## config.mk

```make
export PLATFORM = sky130hd
export DESIGN_NAME = rom_uart_sender
export DESIGN_NICKNAME = d
export VERILOG_FILES = /design/src/rtl/rom_uart_sender_pkg.sv /design/src/rtl/rom_uart_sender_tx_core.sv /design/src/rtl/rom_uart_sender.sv
export SDC_FILE = /design/constraint.sdc
export NUM_CORES = 1
export LEC_CHECK = 0
export ABC_AREA = 1
export ABC_CLOCK_PERIOD_IN_PS = 2040
export CAP_MARGIN = 5
export CELL_PAD_IN_SITES_DETAIL_PLACEMENT = 1
export CELL_PAD_IN_SITES_GLOBAL_PLACEMENT = 1
export CORE_UTILIZATION = 38
export CTS_CLUSTER_DIAMETER = 80
export DETAILED_ROUTE_END_ITERATION = 12
export PLACE_DENSITY = 0.76
export SLEW_MARGIN = 20
export SYNTH_ARGS = -nofsm -noshare
export SYNTH_HDL_FRONTEND = slang
export SYNTH_SLANG_ARGS = --single-unit
```

## constraint.sdc

```tcl
create_clock -name clk -period 2.04 [get_ports clk]
set_input_delay 0.51 -clock clk [delete_from_list [all_inputs] [get_ports clk]]
set_output_delay 0.51 -clock clk [all_outputs]
set_load 0.02 [all_outputs]
```

## src/rtl/rom_uart_sender_pkg.sv

```systemverilog
// Shared types and constants for the ROM-to-UART message sender.
// Holds the FSM state encoding, the bit-period calculation and the terminator byte.
package rom_uart_sender_pkg;

    typedef enum logic [2:0] {
        IDLE,
        FETCH,
        CHECK,
        SEND,
        FIN
    } state_t;

    localparam logic [7:0] TERM_BYTE = 8'h00;

    // Bit period in clock cycles, integer-truncated.
    function automatic int calc_div(input int clk_hz, input int baud);
        return clk_hz / baud;
    endfunction

endpackage

```

## src/rtl/rom_uart_sender_tx_core.sv

```systemverilog
// 8N1 UART transmitter: one byte per load, every bit exactly DIV cycles.
// tx_done is high during the last cycle of the stop bit.
module uart_tx_core #(
    parameter int DIV = 208
) (
    input  logic       clk,
    input  logic       rst_n,
    input  logic       load,
    input  logic [7:0] data,
    output logic       txd,
    output logic       tx_busy,
    output logic       tx_done
);

    localparam int CNT_W = $clog2(DIV + 1);

    logic [CNT_W-1:0] baud_cnt_reg;
    logic [3:0]       bit_idx_reg;
    logic [8:0]       shift_reg;
    logic             txd_reg;
    logic             tx_busy_reg;
    logic             bit_end;

    assign bit_end = (baud_cnt_reg == CNT_W'(DIV - 1));
    assign tx_done = tx_busy_reg && bit_end && (bit_idx_reg == 4'd9);
    assign txd     = txd_reg;
    assign tx_busy = tx_busy_reg;

    // shift_reg holds the data bits still to send, with the stop bit behind them.
    always_ff @(posedge clk or negedge rst_n) begin
        if (!rst_n) begin
            baud_cnt_reg <= '0;
            bit_idx_reg  <= '0;
            shift_reg    <= '1;
            txd_reg      <= 1'b1;
            tx_busy_reg  <= 1'b0;
        end else if (load) begin
            baud_cnt_reg <= '0;
            bit_idx_reg  <= '0;
            shift_reg    <= {1'b1, data};
            txd_reg      <= 1'b0;
            tx_busy_reg  <= 1'b1;
        end else if (tx_busy_reg) begin
            if (bit_end) begin
                baud_cnt_reg <= '0;
                if (bit_idx_reg == 4'd9) begin
                    tx_busy_reg <= 1'b0;
                    txd_reg     <= 1'b1;
                end else begin
                    bit_idx_reg <= bit_idx_reg + 4'd1;
                    txd_reg     <= shift_reg[0];
                    shift_reg   <= {1'b1, shift_reg[8:1]};
                end
            end else begin
                baud_cnt_reg <= baud_cnt_reg + CNT_W'(1);
            end
        end
    end

endmodule

```

## src/rtl/rom_uart_sender.sv

```systemverilog
// Walks the message ROM from address 0 and sends each byte as an 8N1 frame,
// stopping at the first 0x00 byte or after the last ROM address.
module rom_uart_sender
    import rom_uart_sender_pkg::*;
#(
    parameter int CLK_HZ = 24_000_000,
    parameter int BAUD   = 115_200,
    parameter int ADDR_W = 6
) (
    input  logic              clk,
    input  logic              rst_n,
    input  logic              start,
    output logic [ADDR_W-1:0] rom_addr,
    input  logic [7:0]        rom_data,
    output logic              txd,
    output logic              busy,
    output logic              done,
    output logic [ADDR_W:0]   byte_cnt
);

    localparam int                DIV      = calc_div(CLK_HZ, BAUD);
    localparam logic [ADDR_W-1:0] ADDR_MAX = '1;
    localparam logic [ADDR_W-1:0] ADDR_ONE = 1;
    localparam logic [ADDR_W:0]   CNT_ONE  = 1;

    state_t            state_reg, state_next;
    logic [ADDR_W-1:0] addr_reg;
    logic [ADDR_W:0]   byte_cnt_reg;
    logic              load;
    logic              tx_busy;
    logic              tx_done;
    logic              send_end;
    logic              accept;

    assign accept   = (state_reg == IDLE) && start;
    // An idle core in SEND can only follow a reset glitch; treat it as a finished frame.
    assign send_end = (state_reg == SEND) && (tx_done || !tx_busy);

    always_ff @(posedge clk or negedge rst_n) begin
        if (!rst_n) state_reg <= IDLE;
        else        state_reg <= state_next;
    end

    always_comb begin
        state_next = state_reg;
        load       = 1'b0;
        case (state_reg)
            IDLE:  if (start) state_next = FETCH;
            FETCH: state_next = CHECK;
            CHECK: begin
                if (rom_data == TERM_BYTE) begin
                    state_next = FIN;
                end else begin
                    load       = 1'b1;
                    state_next = SEND;
                end
            end
            SEND:  if (send_end) state_next = (addr_reg == ADDR_MAX) ? FIN : FETCH;
            FIN:   state_next = IDLE;
            default: state_next = IDLE;
        endcase
    end

    always_ff @(posedge clk or negedge rst_n) begin
        if (!rst_n) begin
            addr_reg     <= '0;
            byte_cnt_reg <= '0;
        end else if (accept) begin
            addr_reg     <= '0;
            byte_cnt_reg <= '0;
        end else if (send_end) begin
            byte_cnt_reg <= byte_cnt_reg + CNT_ONE;
            if (addr_reg != ADDR_MAX) addr_reg <= addr_reg + ADDR_ONE;
        end
    end

    assign rom_addr = addr_reg;
    assign byte_cnt = byte_cnt_reg;
    assign busy     = (state_reg != IDLE);
    assign done     = (state_reg == FIN);

    uart_tx_core #(
        .DIV(DIV)
    ) u_tx (
        .clk    (clk),
        .rst_n  (rst_n),
        .load   (load),
        .data   (rom_data),
        .txd    (txd),
        .tx_busy(tx_busy),
        .tx_done(tx_done)
    );

endmodule

```

Word-level counts from Yosys, hierarchy flattened
Cells that the tools add are included.
Storage, ports and cells
  flip-flop bits (word level): 39
  ROM bits: 0
  output and inout bits: 16
  memories kept: 0
  bits in latches: 0
  input bits: 11
  memory bits (writable): 0
Operators by class
  mux-type cells: 31
  $add $sub $neg: 4
  reduce and logical (&&, ||, !) cells: 17
  bitwise logic cells: 0
  shifts and indexed selects: 0
  multiply operators: 0
  divide/modulo/power cells: 0
  order comparisons: 0
  equal/unequal tests: 11
Operator list (number)
  2-to-1 mux 9 bit: 4
  2-to-1 mux 8 bit: 3
  2-to-1 mux 6 bit: 3
  2-to-1 mux 4 bit: 4
  2-to-1 mux 7 bit: 2
  2-to-1 mux 3 bit: 4
  one-hot mux 3 bit (4 select lines): 1
  2-to-1 mux 1 bit: 10
  adder 8 x 1 -> 8 bit (second input constant): 1
  == test 8 bit (second input constant): 1
  logical NOT 8 bit: 1
  nonzero test 2 bit: 4
  adder 7 x 1 -> 7 bit (second input constant): 1
  adder 6 x 1 -> 6 bit (second input constant): 1
  == test 3 x 2 -> 1 bit (second input constant): 2
  == test 6 bit (second input constant): 1
  inequality test 2 bit (second input constant): 3
  inequality test 6 bit (second input constant): 1
  AND reduction 2 bit: 3
  adder 4 x 1 -> 4 bit (second input constant): 1
  == test 4 bit (second input constant): 1
  logical AND 1 bit: 4
  == test 3 x 1 -> 1 bit (second input constant): 1
  == test 3 bit (second input constant): 1
  5 further kinds: 5

Depth between registers and ports, before layout
  depth in word-level cells: 7
  depth in mapped cells: 10
  mapped depth without buffers: 10

Hierarchy
From an unflattened synthesis, not the netlist that was laid out.
Unflattened totals
  cell total of the unflattened synthesis: 299
  area, all modules: 2239.6 µm²
By module, submodules not included
  uart_tx_core: cells each 167, seq. area each 561.8 µm², instances 1, area an instance 1258.7 µm²
  rom_uart_sender: cells each 132, seq. area each 400.4 µm², instances 1, area an instance 980.9 µm²

Least setup slack after synthesis
No wires, ideal clock.
  path type: input-to-reg
  start point: in rom_data[7]
  end point: reg u_tx.baud_cnt_reg[6]
  stages on the path: 6
  arrival time: 1.402 ns
  required time: 1.957 ns
  setup slack: 0.555 ns
  buffers on the path: 1
  cells stage by stage: nor2_1 -> nand2_1 -> o21ai_4 -> buf_2 -> nand3_1 -> o21ai_0
Between the ends
  longest elaborated chain between the ends: 4
  elaborated cells between the ends (all ways): 5
  classes of those cells: mux (3); reduce/logical (2)
Ends and longest elaborated chain
  from (decl): line rom_uart_sender.sv:14  | input logic [7:0] rom_data,
  logical NOT 8 bit *: line rom_uart_sender.sv:51  | if (rom_data == TERM_BYTE) begin
  2-to-1 mux 1 bit *: line rom_uart_sender.sv:51
  2-to-1 mux 1 bit *: line rom_uart_sender.sv:47  | case (state_reg)
  2-to-1 mux 8 bit / nonzero test 2 bit (equally long branches)
  to (signal assigned): line rom_uart_sender_tx_core.sv:55  | baud_cnt_reg <= baud_cnt_reg + CNT_W'(1);
  to (decl): line rom_uart_sender_tx_core.sv:17  | logic [CNT_W-1:0] baud_cnt_reg;
Mark *: on every way between the ends. The rest lies on a longest branch, timed or not.
A chain may end at the register's enable or synchronous reset.

Worst setup path in the final report
  start point: reg state_reg[2]
  end point: out done
Between the ends
  longest elaborated chain between the ends: 1
Ends and longest elaborated chain
  from (decl): line rom_uart_sender.sv:26  | state_t state_reg, state_next;
  from (signal assigned): line rom_uart_sender.sv:41  | else state_reg <= state_next;
  == test 3 bit: line rom_uart_sender.sv:80  | assign done = (state_reg == FIN);
  to (decl): line rom_uart_sender.sv:17  | output logic done,
No other way between the ends.

==> impl_metrics.json <==
{
  "synth-compound-area-share_pct": 3.66,
  "vias": 2123,
  "grt_usage_pct": 20.3,
  "synth.most_common_cell": "nand2_1",
  "core-area_um2": 5610,
  "port_buffers": 26,
  "power_mw": 1.81,
  "synth-seq-area-share_pct": 42.6,
  "tightestPinTransition_ns": 0.498,
  "diodes": 0,
  "yosysTopAreaCell": "dfrtp_1",
  "power_density_nw_per_um2": 653,
  "via_per_inst": 5.19,
  "fin_crit_sh_pct": 96.7,
  "synth_cells": 299,
  "synth_ff_type": "dfrtp_1",
  "avgRoutedWirePerCell_um": 13.9,
  "cts_buffers": 5,
  "status": "finished, final reports clean",
  "layout-drive-gt1-share_pct": 11.9,
  "vdd_drop_max_v": 0.000309,
  "ys_top_cells_by_count": "nand2_1, nand3_1, dfrtp_1, inv_1, nor2_1",
  "drt-initial-drc-count": 58,
  "synth_mux_area_share_pct": 0,
  "cp-end-kind": "primary output",
  "yosysWarningCount": 0,
  "grt_overflow": 0,
  "cts_sinks": 38,
  "start_util_pct": 40.3,
  "synthXorXnorAreaFrac_pct": 4.27,
  "gp_congestion": 0.782,
  "yosysUniqueCellTypes": 28,
  "synth_fa_ha_area_share_pct": 2.77,
  "ys_top_cells_by_area": "dfrtp_1, nand2_1, nand3_1",
  "finalClockSkew_ns": 0.0111,
  "synth_edf_count": 0,
  "post-route-min-period_ns": 1.97,
  "hpwl_mm": 4.08,
  "rsz0062_at_grt": "false",
  "rows": 27,
  "firstDrtPassIters": 4,
  "clk_pin_slew_worst_paths_ns": 0.08,
  "postLayoutCoreUtil_pct": 49.5,
  "cp.required_ns": 1.53,
  "path_class": "reg -> out",
  "grt_pass1_wl_mm": 9.89,
  "syn-cell-area_um2": 2260,
  "area_growth_pct": 22.8,
  "cts_root_buffer": "clkbuf_8",
  "insertion_delay_ns": 0.30,
  "drc": 0,
  "synth_nets": 315,
  "avgSynthCellArea_um2": 7.55,
  "slew_violations": 0,
  "finalHoldViolCount": 0,
  "holdBufCountCts": 0,
  "tritoncts": "done",
  "async_flop_share_pct": 100,
  "fp.dieArea_um2": 6260,
  "cts_buffer_depth": 2,
  "setup_viol": 0,
  "maxCapViolations": 0,
  "fmax_ghz": 0.507,
  "crit_fanout": 4,
  "die_h_um": 79.1,
  "ys_seq_elements": 38,
  "drt-total-wl_mm": 5.69,
  "yosys.area_share.simple_pct": 38.9,
  "hp-class": "in -> async",
  "antenna_found_initial": 0,
  "cp.arrival_ns": 1.46,
  "nets": 352,
  "grt_pass1_vias": 2104,
  "synth_top_area_share_pct": 32.1,
  "synth_top_family_by_area": "simple AND/OR/NAND/NOR gates",
  "htree_levels": 2,
  "slew_headroom_pct": 66.8,
  "grt_max_degree": 39,
  "worst_setup_path_start_kind": "register",
  "p_leak_nw": 1.39,
  "ant_nets": 0,
  "die_x_um": 79.1,
  "io_pins": 27
}
-- stage by stage --
| step | TNS, ns | setup slack, ns | cell area (um^2) | std cells | hold WS, ns |
|---|---|---|---|---|---|
| after floorplan | 0 | 0.555 | 2260 | 299 | 0.214 |
| after global placement | 0 | 0.00720 | 2620 | 399 | 0.454 |
| after detailed placement | -0.485 | -0.0671 | 2620 | 399 | 0.460 |
| after CTS | 0 | 0.0471 | 2760 | 407 | 0.262 |
| after global routing | 0 | 0.00702 | 2770 | 409 | 0.302 |
| final | 0 | 0.0666 | 2770 | 409 | 0.252 |
-- metal layers --
metal / part of all wire, % / up-vias / GRT usage, %
li1: - / 1045 / -
met1: 48 / 1041 / 27.8
met2: 48 / 30 / 32.1
met3: 2.7 / 7 / 4.14
met4: 1.6 / 0 / 6.55
met5: 0 / - / 0
-- critical path, cell delays in order (launching register included) --
cell and delay (ns):
dfrtp_1 0.44, inv_1 0.11, nor3_1 0.26, dlygate4sd1_1 0.36
-- layout make-up --
type,instances,area (um^2)
flip-flops and latches,38,962
fillers,737,2830
repair buffers,38,343
clock inverters,3,68.8
well taps,72,90.1
inverters,32,120
multi-input cells,221,1120
clock buffers,5,68.8
-- layout by cell type, fill, tap and decap left out, types with 2 or more instances in the layout --
| cell type | n |
|---|---|
| o21ai_4 | 2 |
| xor2_1 | 8 |
| nand2_1 | 95 |
| clkdlybuf4s50_1 | 23 |
| clkbuf_8 | 5 |
| nand3b_1 | 2 |
| nand3_1 | 52 |
| inv_2 | 2 |
| inv_1 | 29 |
| nor2_1 | 21 |
| bufinv_16 | 2 |
| o21ai_0 | 6 |
| ha_1 | 5 |
| dfrtp_1 | 29 |
| xnor2_1 | 3 |
| nand4_1 | 17 |
| dfstp_2 | 9 |
| buf_4 | 12 |
-- where the power goes --
| part | internal, mW | leakage [nW] | switching (mW) |
|---|---|---|---|
| clock network | 0.490 | 0.0683 | 0.301 |
| logic | 0.0702 | 0.863 | 0.0887 |
| registers | 0.798 | 0.459 | 0.0625 |
| total | 1.36 | 1.39 | 0.453 |
-- cell families after synthesis --
kind of cell,after synthesis
compound gates,11
simple gates,194
buf+inv,40
xor+xnor,11
flops,38
fa+ha+maj,5
-- path summary, 6_finish.rpt --
kind                            slack (ns)                          start                          endpoint  depth (start not counted)
min in group clk                      0.47  u_tx.shift_reg[3]$_DFFE_PN1P_     u_tx.shift_reg[3]$_DFFE_PN1P_                          2
worst min-delay path                  0.25                          rst_n  u_tx.baud_cnt_reg[7]$_DFFE_PN0P_                          2
worst max register to register        0.30       state_reg[2]$_DFFE_PN0P_           rom_addr[2]$_DFFE_PN0P_                          8
worst min register to register        0.47  u_tx.shift_reg[3]$_DFFE_PN1P_     u_tx.shift_reg[3]$_DFFE_PN1P_                          2
worst max-delay path                  0.07       state_reg[2]$_DFFE_PN0P_                              done                          3
max in group asynchronous             1.42                          rst_n     u_tx.shift_reg[0]$_DFFE_PN1P_                          2
-- what timing repair did --
| item | 4_1_cts | 5_1_grt |
|---|---|---|
| endpoints found under the setup margin | 2 | 4 |
| buffers inserted | 0 | 2 |
| pin swaps | 0 | 1 |
| resized for setup | 2 | 2 |
Note: power is estimated with default switching activity, not from simulation.
